==> config.mk <==
export PLATFORM = sky130hd
export DESIGN_NAME = temporizador_mmss
export DESIGN_NICKNAME = d
export VERILOG_FILES = /design/src/rtl/temporizador_mmss.sv
export SDC_FILE = /design/constraint.sdc
export NUM_CORES = 1
export LEC_CHECK = 0
export BUFFER_PORTS_ARGS = -buffer_cell sky130_fd_sc_hd__clkbuf_2
export CORE_ASPECT_RATIO = 1.25
export CORE_MARGIN = 3
export CORE_UTILIZATION = 35
export DETAILED_ROUTE_END_ITERATION = 10
export PLACE_DENSITY_LB_ADDON = 0.15
export SYNTH_ARGS = -nofsm -noshare
export SYNTH_HDL_FRONTEND = slang
export SYNTH_SLANG_ARGS = --single-unit
==> constraint.sdc <==
create_clock -name clk -period 2.6 [get_ports clk]
set_input_delay 0.39 -clock clk [delete_from_list [all_inputs] [get_ports clk]]
set_output_delay 0.39 -clock clk [all_outputs]
set_load 0.03 [all_outputs]
==> src/rtl/temporizador_mmss.sv <==
// mm:ss countdown timer driven by an asynchronous ~1 Hz slow_in.
// BCD count, load/start/pause control, synchronized tick detection.
module temporizador_mmss #(
  parameter int SYNC_STAGES = 2
) (
  input  logic       clk,
  input  logic       rst_n,
  input  logic       slow_in,
  input  logic       load,
  input  logic       start,
  input  logic       pause,
  input  logic [2:0] set_mt,
  input  logic [3:0] set_mu,
  input  logic [2:0] set_st,
  input  logic [3:0] set_su,
  output logic [2:0] min_t,
  output logic [3:0] min_u,
  output logic [2:0] sec_t,
  output logic [3:0] sec_u,
  output logic       running,
  output logic       done,
  output logic       tick
);

  typedef enum logic [1:0] {
    S_IDLE,
    S_RUN,
    S_PAUSED,
    S_DONE
  } state_t;

  localparam logic [2:0] FILL_MAX = 3'(SYNC_STAGES + 1);

  logic [SYNC_STAGES-1:0] sync_q;
  logic                   hist_q;
  logic [2:0]             fill_q;
  logic                   armed;
  logic                   sync_out;

  logic start_q;
  logic pause_q;
  logic start_ev;
  logic pause_ev;

  state_t state_q;
  state_t state_n;

  logic [2:0] mt_n;
  logic [3:0] mu_n;
  logic [2:0] st_n;
  logic [3:0] su_n;

  logic [2:0] p_mt;
  logic [3:0] p_mu;
  logic [2:0] p_st;
  logic [3:0] p_su;

  logic [2:0] d_mt;
  logic [3:0] d_mu;
  logic [2:0] d_st;
  logic [3:0] d_su;
  logic       b_su;
  logic       b_st;
  logic       b_mu;

  logic is_zero;
  logic last_sec;

  assign sync_out = sync_q[SYNC_STAGES-1];
  // Hold off edge detection until the chain holds real samples,
  // so a level already high at reset release is not seen as an edge.
  assign armed    = (fill_q == FILL_MAX);

  always_ff @(posedge clk or negedge rst_n) begin
    if (!rst_n) begin
      sync_q <= '0;
      hist_q <= 1'b0;
      fill_q <= 3'd0;
      tick   <= 1'b0;
    end else begin
      sync_q <= {sync_q[SYNC_STAGES-2:0], slow_in};
      hist_q <= sync_out;
      if (!armed) begin
        fill_q <= fill_q + 3'd1;
      end
      tick <= armed & sync_out & ~hist_q;
    end
  end

  always_ff @(posedge clk or negedge rst_n) begin
    if (!rst_n) begin
      start_q <= 1'b0;
      pause_q <= 1'b0;
    end else begin
      start_q <= start;
      pause_q <= pause;
    end
  end

  assign start_ev = start & ~start_q;
  assign pause_ev = pause & ~pause_q;

  assign p_mt = (set_mt > 3'd5) ? 3'd5 : set_mt;
  assign p_mu = (set_mu > 4'd9) ? 4'd9 : set_mu;
  assign p_st = (set_st > 3'd5) ? 3'd5 : set_st;
  assign p_su = (set_su > 4'd9) ? 4'd9 : set_su;

  assign is_zero = (min_t == 3'd0) && (min_u == 4'd0) &&
                   (sec_t == 3'd0) && (sec_u == 4'd0);

  assign last_sec = (min_t == 3'd0) && (min_u == 4'd0) &&
                    (sec_t == 3'd0) && (sec_u == 4'd1);

  // One-second BCD decrement with borrow ripple across digits.
  assign b_su = (sec_u == 4'd0);
  assign b_st = b_su && (sec_t == 3'd0);
  assign b_mu = b_st && (min_u == 4'd0);

  assign d_su = b_su ? 4'd9 : sec_u - 4'd1;

  assign d_st = !b_su ? sec_t :
                (sec_t == 3'd0) ? 3'd5 : sec_t - 3'd1;

  assign d_mu = !b_st ? min_u :
                (min_u == 4'd0) ? 4'd9 : min_u - 4'd1;

  assign d_mt = !b_mu ? min_t :
                (min_t == 3'd0) ? 3'd0 : min_t - 3'd1;

  always_comb begin
    state_n = state_q;
    mt_n    = min_t;
    mu_n    = min_u;
    st_n    = sec_t;
    su_n    = sec_u;
    unique case (state_q)
      S_IDLE: begin
        if (load) begin
          mt_n = p_mt;
          mu_n = p_mu;
          st_n = p_st;
          su_n = p_su;
        end else if (start_ev && !is_zero) begin
          state_n = S_RUN;
        end
      end
      S_RUN: begin
        if (tick) begin
          mt_n = d_mt;
          mu_n = d_mu;
          st_n = d_st;
          su_n = d_su;
        end
        if (tick && last_sec) begin
          state_n = S_DONE;
        end else if (pause_ev) begin
          state_n = S_PAUSED;
        end
      end
      S_PAUSED: begin
        if (load) begin
          mt_n    = p_mt;
          mu_n    = p_mu;
          st_n    = p_st;
          su_n    = p_su;
          state_n = S_IDLE;
        end else if (pause_ev) begin
          state_n = S_RUN;
        end
      end
      S_DONE: begin
        if (load) begin
          mt_n    = p_mt;
          mu_n    = p_mu;
          st_n    = p_st;
          su_n    = p_su;
          state_n = S_IDLE;
        end
      end
      default: begin
        state_n = S_IDLE;
      end
    endcase
  end

  always_ff @(posedge clk or negedge rst_n) begin
    if (!rst_n) begin
      state_q <= S_IDLE;
      min_t   <= 3'd0;
      min_u   <= 4'd0;
      sec_t   <= 3'd0;
      sec_u   <= 4'd0;
      running <= 1'b0;
      done    <= 1'b0;
    end else begin
      state_q <= state_n;
      min_t   <= mt_n;
      min_u   <= mu_n;
      sec_t   <= st_n;
      sec_u   <= su_n;
      running <= (state_n == S_RUN);
      done    <= (state_n == S_DONE);
    end
  end

endmodule

Yosys cells after proc, flatten, opt, wreduce, memory -nomap -nowiden

Index checks and enable logic that the tools add are counted.

Bits in registers: 27
Input bits: 20

$add $sub $neg: 5
Reduce and logical (&&, ||, !) cells: 19
Mux-type cells: 31
Eq/ne operators: 12
Magnitude comparators: 4
Bitwise logic cells: 7

Operator list:

| cell                  | number |
|---|---|
| $mux W4               | 9 |
| $mux W3               | 10 |
| $pmux W4 S2           | 2 |
| $mux W2               | 7 |
| $pmux W3 S2           | 2 |
| $reduce_and A3 Y1     | 3 |
| $gt A4 B4 Y1 const B  | 2 |
| $logic_and A1 B1 Y1   | 8 |
| $logic_not A4 Y1      | 2 |
| $ne A2 B2 Y1 const B  | 4 |
| $pmux W2 S4           | 1 |
| $sub A4 B1 Y4 const B | 2 |
| $eq A2 B2 Y1 const B  | 3 |
| $gt A3 B3 Y1 const B  | 2 |
| $logic_not A3 Y1      | 2 |
| $sub A3 B1 Y3 const B | 2 |
| $and A1 B1 Y1         | 4 |
| $eq A2 B1 Y1 const B  | 2 |
| $eq A4 B1 Y1 const B  | 1 |
| $add A3 B1 Y3 const B | 1 |
| $eq A3 B2 Y1 const B  | 1 |
| $not A1 Y1            | 3 |
| $reduce_or A3 Y1      | 1 |
| $logic_not A2 Y1      | 1 |
| 3 further kinds       | 3 |

Longest topological paths before layout

Gate-level depths: netlist of run 1.

Depth in word-level cells: 10
Gate-level depth with buffers: 7
Mapped depth without buffers: 4

Least setup slack after synthesis of run 1

No wires, ideal clock.

Path kind: register to register
Start: register min_u[1]
End: register min_t[0]
Setup slack: 738 ps
Arrival: 1,796 ps
Path buffers: 0
Cell stages (with the launch flop): 5
Data required time: 2,533 ps
Path through: dfrtp_1 -> or4_4 -> or4_1 -> o21ai_1 -> a22o_1

Word-level cells in the longest chain between the ends: 4

RTL lines:

| what                        | line | text |
|---|---|---|
| start: declaration          | 17   | `output logic [3:0] min_u,` |
| start signal: assignment    | 198  | `min_u <= mu_n;` |
| $logic_not A4 Y1            | 117  | `assign b_mu = b_st && (min_u == 4'd0);` |
| $logic_and A1 B1 Y1         | 117  |  |
| $ne A2 B2 Y1 (no line)      | --   |  |
| $reduce_and A3 Y1 (no line) | --   |  |
| end signal: assignment      | 197  | `min_t <= mt_n;` |
| end: declaration            | 16   | `output logic [2:0] min_t,` |

No other way between the ends.
A chain may end at the register's enable or synchronous reset.

Worst setup path in the final report of run 1

Ends and elaborated chain as after synthesis.

==> run metrics, run 1 <==
Yosys top cell area share 46.75%; register area share after synthesis 46.75%; critical-path cell list or4_4 -> or4_1 -> o21ai_1 -> a22o_1; CP Capture Type flop; Post-Route WL 3632 um; hold crit path type primary input to asynchronous set/reset pin; pins over their slew limit 0; Design Area, Final 0.001719 mm^2; Final Hold Vio Count 0; hold slack 0.1332 ns; Fin Setup TNS 0 ns; post-CTS sizing 0; placed cell count 239; # Post-CTS Setup Buffers 0; clock buffer depth 2; max-cap violations 0; Peak VDD IR 444.8 uV; Max stage delay cell, worst path or4_4; chip height 77.84 um; Final GP Congestion 0.8003; Worst Path Required 2.82 ns; Power Total 2002 uW; Pwr Density 1164 mW/mm^2; asr flop ratio synth 100.0%; WL/cell 14.95 um; I/O pins 37; number of detailed-route iterations in the first pass 4; die width 63.48 um; # diodes 0; Cells after Synth 154; Critical Path Fanout Max 8; P_leak 0.0007622 uW; Synth cell types 48; clk_lat worst skew 0.27 ns; Synth area leader dfrtp_1; Num Clock Sinks 27; CP arrival 2.04 ns; Synth Cell Area 0.001445 mm^2; Layout Cells excl Fill 243; Crit Path Class flop to flop; CTS tree done; DRT iter0 DRCs 87; Vias 1359; clock buffer count from CTS 3; Net count, final 212; remaining global-route overflow 0; Core Area 0.003879 mm^2; syn nets 176; total track usage 14.82%; fin crit period 1.823 ns; Avg Vias per Cell 5.593; ys flop type dfrtp_1; IO buf count 36; # DRC 0; max_slew headroom 55.26%; Synth Warn # 0; Post-DP HPWL 2738 um; number of global-route vias before repair 1279; Worst Tran Pin Value 0.6711 ns; Starting Density 37.26%; post-place instance area 0.001673 mm^2; full die area 0.004941 mm^2; Clock Skew 0.001237 ns; clk root buf clkbuf_8; Routed Antenna Nets 0; f_max 548.4 MHz; CP delay by family, top simple AND/OR/NAND/NOR gates; first-pass GRT wire length 5968 um; Layout area overhead 18.96%; Clk pin slew, worst setup/hold paths 0.09 ns; Critical path buffers and inverters 0; H-tree levels 1; Setup Viol. Count Final 0; status finished, final reports clean; initial antenna violation count 0; syn_area_per_cell 9.384 um^2; # hold bufs at CTS 0; largest net degree at the start of global routing 28; layout cell share with drive strength beyond 1 24.87%; unrepaired setup endpoints after global routing no; synth top area cells dfrtp_1 (47%), o21ai_0 (4.8%), nor2_1 (4.7%); register bit total from synthesis 27; Post-synth EDFFs 0; worst stage delay on the critical path 0.57 ns; Critical Path Start Type flop; cell row count 25; fin crit share 70.13%
[layout make-up]
type,instances,area [um^2]
clock buffer,3,41.29
clock inverter,1,5.005
fill,424,2160
inverter,5,18.77
multi-input combinational,115,715.7
sequential,27,675.6
tap,54,67.56
timing repair buffer,38,195.2
[cell usage after synthesis (all sizes together) (3+ instances only)]
cell type	number
nor3	5
dfrtp	27
nand2	7
nand3	3
nor2	18
nor4	3
nor2b	3
nand2b	3
a22o	3
o22ai	4
clkbuf	5
a21oi	7
inv	5
a31oi	4
nand4	3
o21ai	15
[worst register-to-register path, delay by kind of cell (launching register included)]
family	cells	cell delay, ns
flip-flops	1	0.47
AND/OR/NAND/NOR	2	1.08
AO/OA/AOI/OAI	2	0.22
[placed cells by master (no fill, tap or decap), types with 2 or more instances in the layout]
cell	Yosys	routed
a21oi_1	7	7
a22o_1	3	3
a2bb2oi_1	2	2
a31oi_1	4	4
a32oi_1	2	2
and2_1	2	2
buf_4	0	2
clkbuf_2	0	36
clkbuf_8	0	3
dfrtp_1	27	27
ha_1	2	2
inv_1	5	5
mux2i_1	2	2
nand2_1	7	7
nand2b_1	3	3
nand3_1	3	3
nand4_1	3	3
nor2_1	18	18
nor2b_1	3	3
nor3_1	5	5
nor3b_1	2	2
nor4_1	3	3
o21ai_0	14	14
o22ai_1	4	4
o31ai_1	2	2
or2_2	2	2
[flip-flops by register name, indices dropped and copies added (netlist names)]
name     flops
min_t        3
start_q      1
sec_t        3
hist_q       1
fill_q       3
state_q      2
sync_q       2
tick         1
running      1
sec_u        4
done         1
pause_q      1
min_u        4
[report_power, final]
part           total, uW  leakage [uW]  internal, uW  switching [uW]
Combinational       1010      0.000419           366             643
Sequential           753      0.000318           552             201
Clock                239     0.0000255           107             132
Total               2000      0.000762          1030             976
[final timing paths]
check                           from         to  slack [ns]  cells past startpoint
min                            rst_n   min_t[0]        0.13                      1
max                         min_u[1]   min_t[0]        0.78                      4
max reg2reg                 min_u[1]   min_t[0]        0.78                      4
min reg2reg                sync_q[0]  sync_q[1]        0.37                      0
min in group clk             slow_in  sync_q[0]        0.22                      1
max in group asynchronous      rst_n    pause_q        2.04                      1
[per-layer routing]
| metal | share of wire [%] | track usage, % | wire length [um] | up-vias |
|---|---|---|---|---|
| li1 | - | - | - | 648 |
| met1 | 45 | 19.24 | 1637 | 672 |
| met2 | 50 | 25.71 | 1830 | 35 |
| met3 | 3.7 | 1.881 | 134 | 4 |
| met4 | 0.80 | 4.104 | 29 | 0 |
| met5 | 0 | 0 | 0 | - |
[kinds of logic (layout without fill, tap and decap cells)]
group           count (synthesis)  after routing  synth area share, %
compound gates                 51             51                23.46
buf+inv                        12             47                3.723
fa+ha+maj                       2              2                1.731
flops                          27             27                46.75
xor+xnor                        1              1               0.6062
mux                             3              3                2.165
simple gates                   58             58                21.56
[per-stage QoR]
| stage | setup slack [ns] | util (%) |
|---|---|---|
| finish | 0.7766 | 44.32 |
| global placement | 0.8384 | 43.13 |
| detailed placement | 0.8193 | 43.13 |
| global route | 0.6959 | 44.32 |
| CTS | 0.7970 | 44.32 |
| floorplan | 0.7377 | - |
(Power assumes the default switching activity.)
==> run 2, diff against run 1 <==
clock period = 1.5 ns   (was 2.6 ns; I/O delays follow)
==> run metrics, run 2 (same netlist as run 1, synthesis figures left out) <==
hold depth 1; most common cell after layout, fill and taps aside clkbuf_2; chip height 77.84 um (unchanged); Critical Path Start Type flop; Max stage delay cell, worst path or4_4; Crit Path Class flop to flop; status finished, violations left; Num Clock Sinks 27 (unchanged); Worst Tran Pin Value 0.4297 ns (-0.2414 ns); CP Capture Type flop; Net count, final 245 (+16%); DRT iter0 DRCs 62 (-29%); placed cell count 269 (+13%); f_max 615.8 MHz (+12%); max_slew headroom 71.13% (+16 points); first-pass GRT wire length 6582 um (+10%); cell row count 25 (unchanged); unrepaired setup endpoints after global routing yes; clock buffer count from CTS 3 (unchanged); Layout Cells excl Fill 276 (+14%); Starting Density 37.26% (unchanged); largest net degree at the start of global routing 17 (-39%); hold slack 0.04804 ns (-0.08515 ns); Post-Route WL 3948 um (+8.7%); total track usage 16.40% (+1.6 points); clk_lat worst skew 0.27 ns (about the same); Reg area 679.4 um^2 (+0.56%); die width 63.48 um (unchanged); WL/cell 14.30 um (-4.3%); CP delay by family, top simple AND/OR/NAND/NOR gates; Crit. Startpoint min_u[3]; violated checks setup timing; Critical Path Fanout Max 3 (-5); worst stage delay on the critical path 0.54 ns (-0.03 ns); number of global-route vias before repair 1484 (+16%); clock buffer depth 2 (unchanged); P_leak 0.0009383 uW (+23%); # DRC 0 (unchanged); hold crit path type primary input to flop; Layout area overhead 42.16%; max-cap violations 0 (unchanged); IO buf count 36 (unchanged); # diodes 0 (unchanged); number of detailed-route iterations in the first pass 4 (unchanged); pins over their slew limit 0 (unchanged); Core Area 0.003879 mm^2 (unchanged); CP Depth 4 (unchanged); Final Hold Vio Count 0 (unchanged); I/O pins 37 (unchanged); Vias 1480 (+8.9%); full die area 0.004941 mm^2 (unchanged); remaining global-route overflow 0 (unchanged); Peak VDD IR 777.5 uV (+75%); HP Start slow_in; Setup Viol. Count Final 6 (+6); most frequent cells in the layout clkbuf_2 (36), buf_4 (30), dfrtp_1 (24); layout cell share with drive strength beyond 1 42.79% (+18 points); Reg2Reg Depth 4 (unchanged); Clk pin slew, worst setup/hold paths 0.10 ns (about the same); Pwr Density 2039 mW/mm^2 (+75%); Worst Path Required 1.72 ns (-1.10 ns); Final GP Congestion 0.8565 (+7.0%); top flop regs min_u: 4 flops, sec_u: 4 flops; H-tree levels 1 (unchanged); area of the multi-input gates 779.5 um^2 (+8.9%); Critical path buffers and inverters 0 (unchanged); critical-path cell list or4_4 -> or4_1 -> o21ai_1 -> a22o_1; fin crit share 108.3% (+38 points); worst r2r src min_u[3]; initial antenna violation count 0 (unchanged); Routed Antenna Nets 0 (unchanged); fin crit period 1.624 ns (-0.1996 ns); fillcell total 373 (-12%); final worst setup slack -0.1239 ns (-0.9005 ns); CP arrival 1.84 ns (-0.20 ns); clk root buf clkbuf_8; Post-DP HPWL 3114 um (+14%); Avg Vias per Cell 5.362 (-4.1%); Clock Skew 0.002869 ns (+0.001632 ns); CTS tree done
run 2: cell count changes in the layout (fill, tap and decap cells not counted), sizes merged:
cell and change:
dlygate4sd3 +1, clkinv -1, clkinvlp +1, buf +32
run 2: final timing paths:
kind                              to  slack, ns
min in group asynchronous   min_u[1]       0.40
min reg2reg                sync_q[1]       0.37
max in group asynchronous   sec_u[2]       0.58
max                         min_t[0]      -0.12
max reg2reg                 min_t[0]      -0.12
min                        sync_q[0]       0.05
run 2: layout make-up:
type	count	area share, %
Multi-Input combinational cell	115	37.94
Clock inverter	1	0.3654
Tap cell	54	3.289
Sequential cell	27	33.07
Timing Repair Buffer	71	22.41
Clock buffer	3	2.010
Inverter	5	0.9135
run 2: power by group:
part / internal, uW / switching [uW]
combinational: 1130 / 1460
sequential: 964 / 208
clock: 189 / 238
total: 2280 / 1910
run 2: stage by stage:
stage	total power [uW]	setup slack (ns)	cell area, um^2	TNS (ns)	util (%)
after CTS	4095	-0.1202	2011	-0.1978	51.84
after floorplan	2584	-0.1921	1463	-0.3523	-
after global routing	4480	-0.1810	2054	-0.9094	52.97
after detailed placement	3574	-0.09667	1913	-0.3011	49.32
final	4189	-0.1239	2054	-0.3249	52.97
after global placement	3528	-0.08670	1913	-0.2153	49.32
run 2: metal layers:
| layer | vias to the layer above | global-route usage, % | routed length, um |
|---|---|---|---|
| met2 | 41 | 29.36 | 2060 |
| met5 | - | 0 | 0 |
| li1 | 722 | - | - |
| met3 | 8 | 2.171 | 134 |
| met4 | 0 | 6.048 | 61 |
| met1 | 709 | 19.74 | 1693 |
run 2: timing repair:
item,in CTS,in global routing
endpoints found under the setup margin,10,13
cloned,0,0
hold buffers,1,0
gates resized for setup,7,10
buffers inserted,1,1
pin swaps,3,3
endpoints found under the hold margin,14,0
